<file path="src/rtl/ahb_slave_if.sv">
// AHB-Lite slave-side bus bundle: address/data phase signals from the master side
// and the slave's response.
interface ahb_slave_if #(
  parameter int ADDR_WIDTH = 32,
  parameter int DATA_WIDTH = 32
);
  logic                    sel;
  logic [1:0]              trans;
  logic [ADDR_WIDTH-1:0]   addr;
  logic                    write;
  logic [2:0]              size;
  logic [3:0]              prot;
  logic [DATA_WIDTH/8-1:0] strb;
  logic [DATA_WIDTH-1:0]   wdata;
  logic                    ready_in;
  logic                    ready;
  logic                    slave_error;
  logic [DATA_WIDTH-1:0]   rdata;

  // Handshake: an address phase (sel & trans[1]) is taken at a rising edge only while
  // ready_in is high; that transfer's data phase then runs until a cycle with ready=1,
  // and the master must hold its next address phase stable while ready is low.
  modport master (
    output sel, trans, addr, write, size, prot, strb, wdata, ready_in,
    input  ready, slave_error, rdata
  );
  modport slave (
    input  sel, trans, addr, write, size, prot, strb, wdata, ready_in,
    output ready, slave_error, rdata
  );
endinterface

</file>
<file path="src/rtl/ahb_slave_mem.sv">
// AHB-Lite slave with a word-organised register memory, byte strobes, programmable
// wait states and a two-cycle ERROR response.
module ahb_slave_mem #(
  parameter int ADDR_WIDTH  = 32,
  parameter int DATA_WIDTH  = 32,
  parameter int DEPTH       = 16,
  parameter int WAIT_CYCLES = 0,
  parameter int PROT_EN     = 0
) (
  input  logic        clk,
  input  logic        rstn,
  ahb_slave_if.slave  bus,
  output logic [2:0]  dbg_state
);
  localparam int NB     = DATA_WIDTH / 8;
  localparam int LOG2NB = $clog2(NB);
  localparam int IDXW   = $clog2(DEPTH);
  localparam logic [ADDR_WIDTH-1:0] SPAN = ADDR_WIDTH'(DEPTH * NB);

  typedef enum logic [2:0] {
    S_IDLE = 3'd0,
    S_WAIT = 3'd1,
    S_DATA = 3'd2,
    S_ERR1 = 3'd3,
    S_ERR2 = 3'd4
  } state_t;

  state_t                state;
  logic [3:0]            wait_cnt;
  logic [IDXW-1:0]       idx_q;
  logic [LOG2NB-1:0]     off_q;
  logic [2:0]            size_q;
  logic                  write_q;
  logic [DATA_WIDTH-1:0] mem [DEPTH];

  logic                  accept;
  logic                  misaligned;
  logic                  bad;
  logic [NB-1:0]         lane_en;
  logic                  unused_bits;

  assign unused_bits = ^{bus.trans[0], bus.prot[3:2], bus.prot[0]};

  // Own ready gates acceptance so a held address is never taken during wait/ERR1 cycles.
  assign accept = bus.sel & bus.ready_in & bus.trans[1] & bus.ready;

  always_comb begin
    misaligned = 1'b0;
    for (int i = 0; i < LOG2NB; i++)
      if (3'(i) < bus.size && bus.addr[i]) misaligned = 1'b1;
  end

  assign bad = (bus.addr >= SPAN) || (bus.size > 3'(LOG2NB)) || misaligned ||
               ((PROT_EN != 0) && !bus.prot[1] &&
                (bus.addr[IDXW+LOG2NB-1:LOG2NB] == '0));

  // Only lanes covered by the latched size/offset may be written, whatever strb says.
  always_comb begin
    lane_en = '0;
    for (int i = 0; i < NB; i++)
      if (i >= int'(off_q) && i < int'(off_q) + (1 << int'(size_q)))
        lane_en[i] = bus.strb[i];
  end

  assign bus.rdata = (state == S_DATA) ? mem[idx_q] : '0;
  assign dbg_state = state;

  always_ff @(posedge clk or negedge rstn) begin
    if (!rstn) begin
      state           <= S_IDLE;
      bus.ready       <= 1'b1;
      bus.slave_error <= 1'b0;
      wait_cnt        <= '0;
      idx_q           <= '0;
      off_q           <= '0;
      size_q          <= '0;
      write_q         <= 1'b0;
      for (int i = 0; i < DEPTH; i++) mem[i] <= '0;
    end else begin
      if (state == S_DATA && write_q)
        for (int b = 0; b < NB; b++)
          if (lane_en[b]) mem[idx_q][b*8 +: 8] <= bus.wdata[b*8 +: 8];

      case (state)
        S_WAIT: begin
          if (wait_cnt == '0) begin
            state     <= S_DATA;
            bus.ready <= 1'b1;
          end else begin
            wait_cnt <= wait_cnt - 4'd1;
          end
        end
        S_ERR1: begin
          state     <= S_ERR2;
          bus.ready <= 1'b1;
        end
        default: begin
          // IDLE, DATA and ERR2 all present ready=1 and may take the next address phase.
          if (accept) begin
            idx_q   <= bus.addr[IDXW+LOG2NB-1:LOG2NB];
            off_q   <= bus.addr[LOG2NB-1:0];
            size_q  <= bus.size;
            write_q <= bus.write;
            if (bad) begin
              state           <= S_ERR1;
              bus.ready       <= 1'b0;
              bus.slave_error <= 1'b1;
            end else if (WAIT_CYCLES > 0) begin
              state           <= S_WAIT;
              wait_cnt        <= 4'(WAIT_CYCLES - 1);
              bus.ready       <= 1'b0;
              bus.slave_error <= 1'b0;
            end else begin
              state           <= S_DATA;
              bus.ready       <= 1'b1;
              bus.slave_error <= 1'b0;
            end
          end else begin
            state           <= S_IDLE;
            bus.ready       <= 1'b1;
            bus.slave_error <= 1'b0;
          end
        end
      endcase
    end
  end
endmodule

</file>
<file path="src/flat_wrapper.sv">
// flat-port wrapper written by rule: the top's interface ports become plain ports
module ahb_slave_mem_flat 
#(
  parameter int ADDR_WIDTH  = 32,
  parameter int DATA_WIDTH  = 32,
  parameter int DEPTH       = 16,
  parameter int WAIT_CYCLES = 0,
  parameter int PROT_EN     = 0
)
  (clk, rstn, dbg_state, bus_sel, bus_trans, bus_addr, bus_write, bus_size, bus_prot, bus_strb, bus_wdata, bus_ready_in, bus_ready, bus_slave_error, bus_rdata);
  ahb_slave_if #(.ADDR_WIDTH(ADDR_WIDTH), .DATA_WIDTH(DATA_WIDTH)) bus_i ();
  input  logic clk;
  input  logic rstn;
  output logic [2:0] dbg_state;
  input wire logic [$bits(bus_i.sel)-1:0] bus_sel;
  input wire logic [$bits(bus_i.trans)-1:0] bus_trans;
  input wire logic [$bits(bus_i.addr)-1:0] bus_addr;
  input wire logic [$bits(bus_i.write)-1:0] bus_write;
  input wire logic [$bits(bus_i.size)-1:0] bus_size;
  input wire logic [$bits(bus_i.prot)-1:0] bus_prot;
  input wire logic [$bits(bus_i.strb)-1:0] bus_strb;
  input wire logic [$bits(bus_i.wdata)-1:0] bus_wdata;
  input wire logic [$bits(bus_i.ready_in)-1:0] bus_ready_in;
  output wire logic [$bits(bus_i.ready)-1:0] bus_ready;
  output wire logic [$bits(bus_i.slave_error)-1:0] bus_slave_error;
  output wire logic [$bits(bus_i.rdata)-1:0] bus_rdata;
  assign bus_i.sel = bus_sel;
  assign bus_i.trans = bus_trans;
  assign bus_i.addr = bus_addr;
  assign bus_i.write = bus_write;
  assign bus_i.size = bus_size;
  assign bus_i.prot = bus_prot;
  assign bus_i.strb = bus_strb;
  assign bus_i.wdata = bus_wdata;
  assign bus_i.ready_in = bus_ready_in;
  assign bus_ready = bus_i.ready;
  assign bus_slave_error = bus_i.slave_error;
  assign bus_rdata = bus_i.rdata;
  ahb_slave_mem #(.ADDR_WIDTH(ADDR_WIDTH), .DATA_WIDTH(DATA_WIDTH), .DEPTH(DEPTH), .WAIT_CYCLES(WAIT_CYCLES), .PROT_EN(PROT_EN)) u_core (.clk(clk), .rstn(rstn), .bus(bus_i), .dbg_state(dbg_state));
endmodule
</file>
<file path="config.mk">
export PLATFORM = sky130hd
export DESIGN_NAME = ahb_slave_mem_flat
export DESIGN_NICKNAME = d
export VERILOG_FILES = /design/src/rtl/ahb_slave_if.sv /design/src/rtl/ahb_slave_mem.sv /design/src/flat_wrapper.sv
export SDC_FILE = /design/constraint.sdc
export NUM_CORES = 1
export LEC_CHECK = 0
export CORE_ASPECT_RATIO = 1.75
export CORE_MARGIN = 2
export CORE_UTILIZATION = 35
export DETAILED_ROUTE_END_ITERATION = 8
export PLACE_DENSITY = 0.62
export SLEW_MARGIN = 20
export SYNTH_ARGS = -nofsm -noshare
export SYNTH_HDL_FRONTEND = slang
export SYNTH_SLANG_ARGS = --single-unit
</file>
<file path="constraint.sdc">
create_clock -name clk -period 7.8 [get_ports clk]
set_clock_uncertainty 0.2 [all_clocks]
set_input_delay 1.95 -clock clk [delete_from_list [all_inputs] [get_ports clk]]
set_output_delay 1.95 -clock clk [all_outputs]
set_load 0.02 [all_outputs]
</file>
# Yosys cells after proc, flatten, opt, wreduce, memory -nomap -nowiden
# Index checks and enable logic that the tools add are counted.
[word_totals]
reg_bits = 531
in_bits = 82
out_inout_bits = 37
wordCells = 102
[classes]
addsub = 2
order_cmp = 13
eq_ne = 4
n_shift = 1
muxes = 39
bitwise_logic = 6
reduce_logical = 13
[ops]
columns = ["op", "count"]
rows = [
  ["$mux 512", 7],
  ["$bwmux 512", 4],
  ["$demux 32 s4", 4],
  ["$bmux 32 s4", 1],
  ["$mux 32", 4],
  ["$lt 3x32->1 const A", 2],
  ["$add 3x32->32", 1],
  ["$ge 32x7->1 const B", 1],
  ["$lt 1x32->1 const A", 1],
  ["$lt 2x32->1 const A", 1],
  ["$shl 1x3->32 const A", 1],
  ["$mux 24", 1],
  ["$mux 16", 1],
  ["$mux 1", 12],
  ["$mux 8", 1],
  ["$logic_and 1x1->1", 7],
  ["$eq 3x2->1 const B", 2],
  ["$lt 1x3->1 const A", 2],
  ["$pmux 3 s2", 1],
  ["$ge 5x5->1 const B", 1],
  ["$lt 5x1->1 const B", 1],
  ["$not 4->5", 1],
  ["$ge 1x2->1 const A", 2],
  ["$logic_not 4->1", 1],
  ["other kinds (13)", 18],
]

# Longest topological paths before layout
[logic_depth]
word_depth = 16
mapped_depth = 10
ltp_nobuf = 8

# Worst setup path after synthesis
# OpenSTA, ideal clock, no wires.
[synth_timing]
path_type = "register to output"
startpoint = "register u_core.idx_q[0]"
endpoint = "output port bus_rdata[21]"
t_arrival_ps = 1832
required_ps = 5650
slack_ps = 3818
stages_incl_launch_ff = 7
path_cell_list = "dfrtp_1 -> buf_4 -> buf_4 -> buf_2 -> mux4_2 -> a22oi_1 -> nand2_1"
[synth_between]
elab_chain_len = 5
[synth_lines]
columns = ["element", "line_no", "text"]
rows = [
  ["start: declaration", "ahb_slave_mem.sv:30", "logic [IDXW-1:0] idx_q;"],
  ["start signal: assignment", "ahb_slave_mem.sv:100", "idx_q <= bus.addr[IDXW+LOG2NB-1:LOG2NB];"],
  ["$not 4->5 (not written as such)", "ahb_slave_mem.sv:65", "assign bus.rdata = (state == S_DATA) ? mem[idx_q] : '0;"],
  ["$bmux 32 s4", "ahb_slave_mem.sv:65", ""],
  ["$mux 32 (not written as such) (2 in a row)", "ahb_slave_mem.sv:65", ""],
  ["$mux 32", "ahb_slave_mem.sv:65", ""],
  ["end: declaration", "flat_wrapper.sv:26", "output wire logic [$bits(bus_i.rdata)-1:0] bus_rdata;"],
]
# No other way between the ends. The select of a mux whose other input is x is not followed.

# Worst setup path after layout
[layout_timing]
startpoint = "register u_core.state[1], in the netlist u_core.dbg_state[1]"
endpoint = "output port bus_rdata[23]"
[layout_between]
elab_chain_len = 2
[layout_lines]
columns = ["element", "line_no", "text"]
rows = [
  ["start: declaration", "ahb_slave_mem.sv:28", "state_t state;"],
  ["start signal: assignment", "ahb_slave_mem.sv:70", "state <= S_IDLE;"],
  ["start signal: assignment", "ahb_slave_mem.sv:87", "state <= S_DATA;"],
  ["start signal: assignment", "ahb_slave_mem.sv:94", "state <= S_ERR2;"],
  ["$eq 3x2->1", "ahb_slave_mem.sv:65", ""],
  ["$mux 32", "ahb_slave_mem.sv:65", ""],
]
# No other way between the ends.

==> summary.txt <==
Outcome
  • Status: finished, final reports clean

Pwr
  • VDD IR-drop max: approximately 160 uV
  • Pleak: 12.6 nW
  • Power per cell area: approximately 240 nW/um^2

STA
  • Worst-margin pin slew: 1210 ps
  • Fin crit share: 80.7%
  • Slew margin rel.: 18.7%
  • Fin Setup TNS: 0 ps
  • FMAX: 159 MHz
  • Final slew viol count: 0
  • Tmin final: roughly 6300 ps
  • Final Setup Violations: 0
  • Worst Slack Setup Final: ~1500 ps
  • Hold Vio Cnt, Final: 0
  • RSZ-0062 raised after global routing: false

Setup path
  • Reg2Reg Setup Slack: between 3000 and 4000 ps
  • R2R cell count: 5
  • CP Data Arrival Time: 4140 ps
  • Worst-path maximum fanout: 15
  • CP Capture Type: output port
  • Required @ worst endpoint: 5650 ps
  • Critical path launch point type: flip-flop
  • Critical path class: reg2out
  • Worst r2r src: u_core.idx_q[0]$_DFFE_PN0P_
  • Critical R2R Capture: u_core.mem[449]$_DFFE_PN0P_

Placement
  • Port Buf Inserts: between 100 and 150
  • GP Congestion: around 0.8
  • Pre-CTS setup slack: around 2100 ps
  • Dpl hpwl: approximately 43000 um

Route
  • Router iterations before antenna repair: 6
  • WL/cell: 24.9 um
  • DR vias: approximately 15000
  • Antenna viol nets, final: 0
  • # DRC: 0
  • DR iter-0 viols: between 900 and 1000
  • Routed Wire Length: between 60000 and 70000 um
  • Vias/cell: 5.61

GRT
  • Global-route wire length before repair: ~100000 um
  • Overflow after GRT: 0
  • Number of global-route vias before repair: about 16000
  • Tot GR Track Use: about 18%
  • Initial antenna violation count: 1
  • Largest net degree at the start of global routing: 172

Logic synthesis
  • Leading area contributor after synthesis: dfrtp_1
  • Post-synth top area share: a little over half
  • Mapped Nets: around 1700
  • Top FF cell, synth: dfrtp_1
  • Top-count cell post-synth: dfrtp_1
  • Synthesized instance count: ~1600
  • Top cells by count, synth: 530 x dfrtp_1, 386 x mux2_2, 128 x o2bb2ai_1, 126 x mux4_2, 62 x a22oi_1
  • Post-synth EDFFs: 0
  • Mean Syn Cell Area: around 15 sq um
  • Async SR Flop Fraction: 100%
  • Synth area leaders: dfrtp_1 54%, mux2_2 18%, mux4_2 12%
  • Synth Register Bits: around 530
  • Synth warn: 0
  • Post-Synthesis Cell Area: around 24000 sq um
  • Post-synth cell types: 52
  • Fraction of the yosys area taken by sequential cells: a little over half

Floorplanning
  • Die Area: 71900 sq um
  • CORE AREA: ~69000 sq um
  • Die height: approximately 350 um
  • Starting Density: 35.2%
  • I/O pins: approximately 120
  • # rows: ~130
  • Die X: slightly above 200 um

Final layout
  • Fill cells: 6297
  • Layout cells sized above 1: about two fifths
  • Synth-to-layout area growth: 14.6%
  • Antenna cells: 0
  • Fin nets: approximately 1700

CTS
  • Latest clock arrival within the worst-skew pair: ~580 ps
  • CTS buffer count: between 40 and 50
  • Post_cts resized: 0
  • H-tree depth: 2
  • CTS sink cnt: 531
  • Clock Pin Slew Worst Setup and Hold Paths: about 70 ps
  • Postcts setup bufs: 0
  • CTS Hold Bufs: 0
  • Clock root cell: clkbuf_16
  • CTS tree: yes
  • Deepest clock path buffer count: 3

Run
  • Max cap viols: 0

Worst hold path
  • Hold Crit Class: reg2reg
  • Hold Path Stages: 1
  • Worst Hold Endpoint: u_core.mem[496]$_DFFE_PN0P_
  • Hold path start: u_core.mem[496]$_DFFE_PN0P_
logic make-up (layout without fill, tap and decap cells):
family / after synthesis / after routing / synth area share (%)
buffers and inverters: 115 / 223 / 2.25
XOR/XNOR: 2 / 2 / 0.0718
multiplexers: 523 / 523 / 29.9
adder cells (fa/ha/maj): 4 / 4 / 0.236
flip-flops: 531 / 531 / 54.4
AO/OA/AOI/OAI: 232 / 232 / 8.16
AND/OR/NAND/NOR: 175 / 175 / 4.90
cell usage in the layout (no fill, tap or decap), types with 3 or more instances in the layout:
cell / count
dfrtp_1: 528
mux2i_1: 3
a22oi_1: 62
clkdlybuf4s50_1: 112
nand3_1: 4
nand3_2: 21
clkinv_2: 13
nor2_2: 11
inv_1: 8
o2bb2ai_1: 128
nand2b_1: 5
nor2_4: 7
nand2_1: 53
clkbuf_8: 10
mux2_2: 386
nor2_8: 10
clkbuf_16: 49
nor2_1: 17
nor4_1: 9
o211ai_2: 18
buf_12: 3
and4_1: 9
mux2_1: 8
o211ai_1: 6
buf_4: 12
o21ai_0: 8
mux4_2: 126
bufinv_16: 4
ha_1: 3
nor3_1: 8
clkbuf_1: 6
clkinvlp_4: 3
nor2b_1: 6
routing by layer:
metal  vias up  global-route usage (%)  part of all wire, %
li1       6233                       -                    -
met1      7865                    22.5                   40
met2       370                    33.2                   53
met3       126                    2.09                  3.6
met4         2                    6.60                  3.4
met5         -                       0                0.020
sequential cells by signal (all words and copies together) (netlist names):
signal                  cells
u_core.bus.ready            1
u_core.mem                512
u_core.dbg_state            3
u_core.write_q              1
u_core.size_q               3
u_core.bus.slave_error      1
u_core.idx_q                4
u_core.off_q                2
u_core.wait_cnt             4
worst max path at each step:
stage,startpoint,endpoint,depth (start not counted)
floorplan,u_core.idx_q[0]$_DFFE_PN0P_,bus_rdata[21],6
global placement,u_core.dbg_state[1]$_DFFE_PN0N_,bus_rdata[23],6
detailed placement,u_core.dbg_state[1]$_DFFE_PN0N_,bus_rdata[23],6
CTS,u_core.dbg_state[1]$_DFFE_PN0N_,bus_rdata[23],6
global route,u_core.idx_q[0]$_DFFE_PN0P_,bus_rdata[22],5
finish,u_core.dbg_state[1]$_DFFE_PN0N_,bus_rdata[23],6
metrics by stage:
| step | hold WS, ps | instance area [sq um] | cells | utilization (%) | total power [mW] |
|---|---|---|---|---|---|
| 2_1_floorplan | 251 | 24400 | 1582 | - | 3.90 |
| 3_3_place_gp | 262 | 26400 | 2513 | 38.0 | 4.20 |
| 3_5_place_dp | 269 | 26400 | 2513 | 38.0 | 4.25 |
| 6_report | 288 | 28000 | 2600 | 40.3 | 6.63 |
| 4_1_cts | 287 | 28000 | 2599 | 40.3 | 6.69 |
| 5_1_grt | 292 | 28000 | 2600 | 40.3 | 6.90 |
report_power, final:
part	total [mW]	internal, mW	leakage, nW	switching [mW]
logic	1.02	0.487	4.52	0.532
clock network	2.44	1.38	0.795	1.06
registers	3.18	2.98	7.29	0.197
final cells by class:
class / instances / area (sq um) / area share (%)
sequential: 531 / 13300 / 47.5
multi-input combinational: 936 / 10600 / 37.9
clock buffer: 65 / 1390 / 4.96
timing repair buffer: 129 / 1300 / 4.64
tap: 910 / 1140 / 4.07
clock inverter: 21 / 216 / 0.774
inverter: 8 / 30.0 / 0.107
worst max-delay path, stage by stage (launching register included):
cell and delay, ps:
dfrtp_1 490, or3b_1 630, nor3_2 1000, buf_4 450, a22oi_1 200, nand2_1 150
clkdlybuf4s50_1 630
Note: power is estimated with default switching activity, not from simulation.
